### src/rtl/cmos_capture.sv
// cmos_capture: camera stream receiver; turns vsync/href/data into BMP-addressed pixel writes and measures each frame's geometry.
module cmos_capture #(
  parameter logic [15:0] H_ACTIVE  = 16'd800,
  parameter logic [15:0] V_ACTIVE  = 16'd480,
  parameter logic        VS_POL    = 1'b0,
  parameter int          BPP       = 3,
  parameter int          HDR_BYTES = 54
) (
  input  logic        clk,
  input  logic        rst_n,
  input  logic        cmos_vsync,
  input  logic        cmos_href,
  input  logic [23:0] cmos_data,
  output logic        pix_we,
  output logic [31:0] pix_addr,
  output logic [23:0] pix_data,
  output logic [10:0] pix_x,
  output logic [10:0] pix_y,
  output logic        frame_start,
  output logic        frame_done,
  output logic [10:0] frame_width,
  output logic [10:0] frame_height,
  output logic        size_err,
  output logic [15:0] frame_cnt
);
  typedef enum logic [1:0] {WAIT_SYNC, SYNC, FRAME} state_t;
  localparam logic [31:0] LINE_BYTES = 32'(H_ACTIVE) * 32'(BPP);
  state_t      state_q, state_d;
  logic        href_q, sync_q, line_err_q, line_err_d;
  logic [10:0] x_q, x_d, y_q, y_d, last_len_q, last_len_d;
  logic        pix_we_q, pix_we_d, frame_start_q, frame_start_d, frame_done_q, frame_done_d;
  logic        size_err_q, size_err_d;
  logic [31:0] pix_addr_q, pix_addr_d;
  logic [23:0] pix_data_q, pix_data_d;
  logic [10:0] pix_x_q, pix_x_d, pix_y_q, pix_y_d, width_q, width_d, height_q, height_d;
  logic [15:0] frame_cnt_q, frame_cnt_d;
  logic        sync, sync_rise, sync_fall, in_frame, line_end, pixel, in_range;
  assign sync = cmos_vsync == VS_POL;
  always_comb begin
    sync_rise = sync & ~sync_q;
    sync_fall = ~sync & sync_q;
    in_frame  = state_q == FRAME;
    // a sync arriving mid-line closes that line before closing the frame
    line_end  = in_frame & ((href_q & ~cmos_href) | (sync_rise & cmos_href));
    pixel     = in_frame & cmos_href & ~sync_rise;
    in_range  = ({5'd0, x_q} < H_ACTIVE) && ({5'd0, y_q} < V_ACTIVE);
    state_d    = state_q;
    x_d        = pixel ? ((x_q == 11'h7ff) ? x_q : x_q + 11'd1) : x_q;
    y_d        = y_q;
    last_len_d = last_len_q;
    line_err_d = line_err_q;
    if (line_end) begin
      x_d        = 11'd0;
      y_d        = (y_q == 11'h7ff) ? y_q : y_q + 11'd1;
      last_len_d = x_q;
      line_err_d = line_err_q | ({5'd0, x_q} != H_ACTIVE);
    end
    pix_we_d      = pixel & in_range;
    pix_data_d    = pixel ? cmos_data : pix_data_q;
    pix_x_d       = pixel ? x_q : pix_x_q;
    pix_y_d       = pixel ? y_q : pix_y_q;
    pix_addr_d    = pixel ? 32'(y_q) * LINE_BYTES + 32'(x_q) * 32'(BPP) + 32'(HDR_BYTES) : pix_addr_q;
    frame_start_d = (state_q == SYNC) & sync_fall;
    frame_done_d  = in_frame & sync_rise;
    width_d       = frame_done_d ? last_len_d : width_q;
    height_d      = frame_done_d ? y_d : height_q;
    size_err_d    = frame_done_d ? (line_err_d | ({5'd0, y_d} != V_ACTIVE)) : size_err_q;
    frame_cnt_d   = frame_cnt_q + 16'(frame_done_d);
    case (state_q)
      WAIT_SYNC: state_d = sync ? SYNC : WAIT_SYNC;
      SYNC: begin
        x_d        = 11'd0;
        y_d        = 11'd0;
        line_err_d = 1'b0;
        state_d    = sync_fall ? FRAME : SYNC;
      end
      FRAME:   state_d = sync_rise ? SYNC : FRAME;
      default: state_d = WAIT_SYNC;
    endcase
  end
  always_ff @(posedge clk or negedge rst_n) begin
    if (!rst_n) begin
      state_q       <= WAIT_SYNC;
      href_q        <= 1'b0;
      sync_q        <= 1'b0;
      x_q           <= '0;
      y_q           <= '0;
      last_len_q    <= '0;
      line_err_q    <= 1'b0;
      pix_we_q      <= 1'b0;
      pix_addr_q    <= '0;
      pix_data_q    <= '0;
      pix_x_q       <= '0;
      pix_y_q       <= '0;
      frame_start_q <= 1'b0;
      frame_done_q  <= 1'b0;
      width_q       <= '0;
      height_q      <= '0;
      size_err_q    <= 1'b0;
      frame_cnt_q   <= '0;
    end else begin
      state_q       <= state_d;
      href_q        <= cmos_href;
      sync_q        <= sync;
      x_q           <= x_d;
      y_q           <= y_d;
      last_len_q    <= last_len_d;
      line_err_q    <= line_err_d;
      pix_we_q      <= pix_we_d;
      pix_addr_q    <= pix_addr_d;
      pix_data_q    <= pix_data_d;
      pix_x_q       <= pix_x_d;
      pix_y_q       <= pix_y_d;
      frame_start_q <= frame_start_d;
      frame_done_q  <= frame_done_d;
      width_q       <= width_d;
      height_q      <= height_d;
      size_err_q    <= size_err_d;
      frame_cnt_q   <= frame_cnt_d;
    end
  end
  assign pix_we       = pix_we_q;
  assign pix_addr     = pix_addr_q;
  assign pix_data     = pix_data_q;
  assign pix_x        = pix_x_q;
  assign pix_y        = pix_y_q;
  assign frame_start  = frame_start_q;
  assign frame_done   = frame_done_q;
  assign frame_width  = width_q;
  assign frame_height = height_q;
  assign size_err     = size_err_q;
  assign frame_cnt    = frame_cnt_q;
endmodule

### config.mk
export PLATFORM = sky130hd
export DESIGN_NAME = cmos_capture
export DESIGN_NICKNAME = d
export VERILOG_FILES = /design/src/rtl/cmos_capture.sv
export SDC_FILE = /design/constraint.sdc
export NUM_CORES = 1
export LEC_CHECK = 0
export BUFFER_PORTS_ARGS = -buffer_cell sky130_fd_sc_hd__buf_2
export CORE_MARGIN = 2
export CORE_UTILIZATION = 55
export DETAILED_ROUTE_END_ITERATION = 10
export GPL_TIMING_DRIVEN = 0
export PLACE_DENSITY = 0.78
export SLEW_MARGIN = 0
export SYNTH_ARGS = -nofsm -noshare
export SYNTH_HDL_FRONTEND = slang
export SYNTH_SLANG_ARGS = --single-unit
### constraint.sdc
create_clock -name clk -period 10.3 [get_ports clk]
set_clock_uncertainty 0.2 [all_clocks]
set_input_delay 0.515 -clock clk [delete_from_list [all_inputs] [get_ports clk]]
set_output_delay 0.515 -clock clk [all_outputs]
set_load 0.02 [all_outputs]
* After elaboration in Yosys (flattened, before gate mapping)
Cells that the tools add are included.
Word-level totals: register bits after elaboration 158, logic and storage cells 69
Cells by class: add/sub/neg operators 5, multipliers 2, $lt $le $gt $ge 2, equal/unequal tests 7, mux-type cells 14, bitwise logic cells 17, reductions and logical operators 4
Operator list (number):
- $mux 11 | 8
- $add 24x6->25 const B | 1
- $add 23x13->24 | 1
- $add 11x1->11 const B | 2
- $eq 11x11->1 const B | 2
- $mul 11x7->18 const B | 1
- $add 16x1->16 | 1
- $mul 11x2->13 const B | 1
- $lt 11x10->1 const B | 1
- $lt 11x9->1 const B | 1
- $ne 11x10->1 const B | 1
- $ne 11x9->1 const B | 1
- $and 1x1->1 | 10
- $pmux 2 s3 | 1
- $mux 2 | 2
- $not 1->1 | 4
- $mux 1 | 3
- $ne 3x2->1 const B | 1
- $or 1x1->1 | 3
- $reduce_bool 3->1 | 1
- $eq 2x1->1 const B | 1
- $eq 2x2->1 const B | 1
- $logic_not 2->1 | 1
- $reduce_and 2->1 | 1
- $logic_and 1x1->1 | 1

* Longest topological paths before layout
word-level depth 8, gate-level depth with buffers 20, gate-level depth less buffers 20

* Worst setup path after synthesis
Ideal clock, no wire load.
kind reg2reg, start register y_q[5], end register pix_addr_q[21], in the netlist pix_addr[21], arrival time 4.608 ns, data required time 9.976 ns, path slack 5.368 ns, stages on the path, launching flop included 19, path buffers 0, period minus slack after synthesis 4.932 ns, cell sequence dfrtp_1 -> ha_1 -> ha_1 -> ha_1 -> inv_1 -> fa_1 -> inv_1 -> ha_1 -> a21oi_1 -> o21ai_0 -> xor2_1 -> ha_1 -> ha_1 -> and3_1 -> a311oi_1 -> o21bai_1 -> nor4b_2 -> nor3b_1 -> a211o_1
On the way: word-level cells in the longest chain between the ends 3
Ends and longest elaborated chain:
- start, declared | RTL line 30 | logic [10:0] x_q, x_d, y_q, y_d, last_len_q, last_len_d;
- start signal, assigned | RTL line 106 | y_q <= y_d;
- $mul 11x7->18 | RTL line 62 | pix_addr_d = pixel ? 32'(y_q) * LINE_BYTES + 32'(x_q) * 32'(BPP) + 32'(HDR_BYTES) : pix_addr_q;
- $add 23x13->24 | RTL line 62
- $add 24x6->25 | RTL line 62
- end signal, assigned | RTL line 110 | pix_addr_q <= pix_addr_d;
- end, declared | RTL line 33 | logic [31:0] pix_addr_q, pix_addr_d;
Every way passes these cells. A chain may end at the register's enable or synchronous reset.

* Final worst setup path
Same ends and word-level chain as after synthesis.

==> flow_summary.yaml <==
run_status:
  outcome: "completed"
timing:
  worst_slew_pin_slew_ns: 0.845
  max_freq_mhz: 178
  min_period_ns: 5.62
  hold_viol: 0
  slew_viol_final: 0
  fin_hold_ws_ns: 0.0455
  rsz0062_at_grt: "false"
  slew_headroom_pct: 43.4
  setup_viol: 0
  min_period_over_period_pct: 54.5
  tns_ns: 0
place:
  gp_congestion: 0.883
  dp_hpwl_mm: 14.2
  placedCellCount: 1270
  io_buffers: 138
worst_setup_path:
  worst-path-buf-inv: 2
  cp_max_fo: 9
  cp_slowest_stage_delay_ns: 0.71
  r2r-end: "pix_addr[21]"
  required_ns: 10.41
  crit_family: "adder cells"
  critPathSlowestCell: "a311oi_1"
  r2r-start: "y_q[5]"
  crit_type: "register to register"
  timing.critical_path.arrival_ns: 5.73
  endpoint_kind: "register"
  startpoint_type: "register"
  path_common_cell: "ha_1"
  reg2reg_depth: 18
  r2r_setup_slack_ns: 4.68
  path_cells: "ha_1 -> ha_1 -> ha_1 -> inv_1 -> fa_1 -> inv_1 -> ha_1 -> a21oi_1 -> o21ai_0 -> xor2_1 -> ha_1 -> ha_1 -> and3_1 -> a311oi_1 -> o21bai_1 -> nor4b_2 -> nor3b_1 -> a211o_1"
floorplan:
  io_pins: 148
  core_area_mm2: 0.0157
  dieArea_mm2: 0.0169
  fp.dieH_um: 130
  start_util_pct: 55.5
  rows: 46
  die_w_um: 130
clocking:
  cts_sinks: 149
  tritoncts: "built"
  clockRootBuffer: "clkbuf_16"
  insertion_delay_ns: 0.43
  numCtsBuffers: 17
  clockBufferDepth: 2
  postCtsSetupBuffers: 0
  clk_pin_slew_ns: 0.06
  cts-htree-levels: 4
layout:
  area_growth_pct: 18.6
  n_antenna_cell: 0
  nets: 1212
  drive_gt1_share_pct: 19.4
  fin_cells: 1302
global_routing:
  grt_use_total_pct: 23.6
  grt_max_degree: 81
  antenna_found_initial: 0
  first_global_vias: 6554
  grt-ovfl-total: 0
  grt_pass1_wl_mm: 31.3
synth:
  synth_cells: 908
  synth.area.top_cells: "dfrtp_1 43%, ha_1 13%, nand2_1 7.5%"
  synth-edff-count: 0
  synth.distinct_cells: 62
  synthArstFlopShare_pct: 100
  synth_area_mm2: 0.00872
  syn_avg_cell_area_um2: 9.60
  synthMostInstantiatedCell: "nand2_1"
  ys_ff_latch: 149
  yosysTopAreaCell: "dfrtp_1"
  synthFlopType: "dfrtp_1"
  ys_seq_area_share_pct: 42.8
  synth_common_cells: "174 x nand2_1, 149 x dfrtp_1, 90 x ha_1"
  synth_top_area_share_pct: 42.8
  yosys_warnings: 0
drt:
  first_pass_iters: 5
  drt_iter0_markers: 320
  wl_mm: 19.3
  drcViolationCount: 0
  ant_nets: 0
  via_count: 6884
  wire_per_inst_um: 14.8
  vias_per_cell: 5.29
hold_path:
  min_path_type: "input pin to register"
  min_to: "href_q"
  hold_start: "cmos_href"
  min_path_cells: 1
power_and_ir_drop:
  power_w: 0.00169
  p_leak_nw: 5.61
  ir_drop_v: 0.000125
  power_density_mw_per_mm2: 164
run:
  max_cap_viol_count: 0
## worst reg2reg max path: stages, from the launching register on
cell and delay, ns:
dfrtp_1 0.61, ha_1 0.32, ha_1 0.29, ha_1 0.27
inv_1 0.05, fa_1 0.50, inv_1 0.05, ha_1 0.37
a21oi_1 0.27, o21ai_0 0.15, xor2_1 0.17, ha_1 0.30
ha_1 0.35, and3_1 0.18, a311oi_1 0.71, o21bai_1 0.23
nor4b_2 0.07, nor3b_1 0.15, a211o_1 0.25
## cell usage in the layout (no fill, tap or decap), types with 17 or more instances in the layout
cell	Yosys	routed
nand2_1	174	174
dfrtp_1	149	149
fa_1	20	20
a21oi_1	34	34
xnor2_1	38	38
clkbuf_1	25	25
xor2_1	17	17
clkbuf_16	0	17
buf_2	2	139
o21ai_0	47	47
nand3_1	18	18
inv_1	68	68
nor2_1	67	67
ha_1	90	90
## repair_timing
| action | 4_1_cts | 5_1_grt |
|---|---|---|
| endpoints found under the hold margin | 69 | 0 |
| resized for setup | 0 | 0 |
| hold buffers | 1 | 0 |
## kinds of logic (layout without fill, tap and decap cells)
| family | after synthesis | in the layout | synth area share [%] |
|---|---|---|---|
| multiplexers | 17 | 17 | 2.15 |
| AO/OA/AOI/OAI | 144 | 144 | 10.5 |
| adder cells (fa/ha/maj) | 110 | 110 | 17.5 |
| AND/OR/NAND/NOR | 321 | 321 | 16.2 |
| flip-flops | 149 | 149 | 42.8 |
| buffers and inverters | 110 | 281 | 5.15 |
| XOR/XNOR | 56 | 56 | 5.71 |
| other | 1 | 8 | 0.0430 |
## flip-flops by register name (all words and copies together), names as in the netlist
name          count
x_q              11
frame_cnt        16
frame_height     11
href_q            1
line_err_q        1
pix_we            1
last_len_q       11
frame_width      11
pix_addr         23
pix_data         24
size_err          1
frame_done        1
pix_x            11
pix_y            11
frame_start       1
state_q           2
sync_q            1
y_q              11
## per-layer routing
metal | wire [um] | track usage, % | vias to the layer above
li1 | - | - | 3359
met1 | 8540 | 31.3 | 3271
met2 | 9350 | 38.7 | 222
met3 | 1070 | 5.62 | 32
met4 | 366 | 7.59 | 0
met5 | 0 | 0 | -
## worst max-delay path by stage
| stage | startpoint | endpoint | slack (ns) | cells after the start |
|---|---|---|---|---|
| floorplan | y_q[5] | pix_addr[21] | 5.37 | 18 |
| global placement | y_q[5] | pix_addr[21] | 4.78 | 18 |
| detailed placement | y_q[5] | pix_addr[21] | 4.74 | 18 |
| CTS | y_q[5] | pix_addr[21] | 4.71 | 18 |
| global route | y_q[5] | pix_addr[21] | 4.42 | 18 |
| finish | y_q[5] | pix_addr[21] | 4.68 | 18 |
## area by class of cell
class,instances,area (um^2)
Tap cell,216,270
Clock buffer,17,425
Timing Repair Buffer,140,734
Sequential cell,149,3730
Fill cell,1274,5370
Multi-Input combinational cell,656,4570
Inverter,70,263
Clock inverter,14,166
Buffer,40,186
## where the power goes
group          total, W  internal (W)  switching, W  leakage [nW]
sequential     0.000721      0.000673     0.0000471          2.00
clock          0.000631      0.000363      0.000268         0.286
combinational  0.000342      0.000113      0.000228          3.32
total           0.00169       0.00115      0.000543          5.61
## stage by stage
stage                     cell area [um^2]  utilization, %  worst slack [ns]
final                                10300            65.8              4.68
after global placement                9710            61.8              4.78
after floorplan                       8750               -              5.37
after detailed placement              9740            62.0              4.74
after CTS                            10300            65.8              4.71
after global routing                 10300            65.8              4.42
Power figures use the tool's default switching activity.
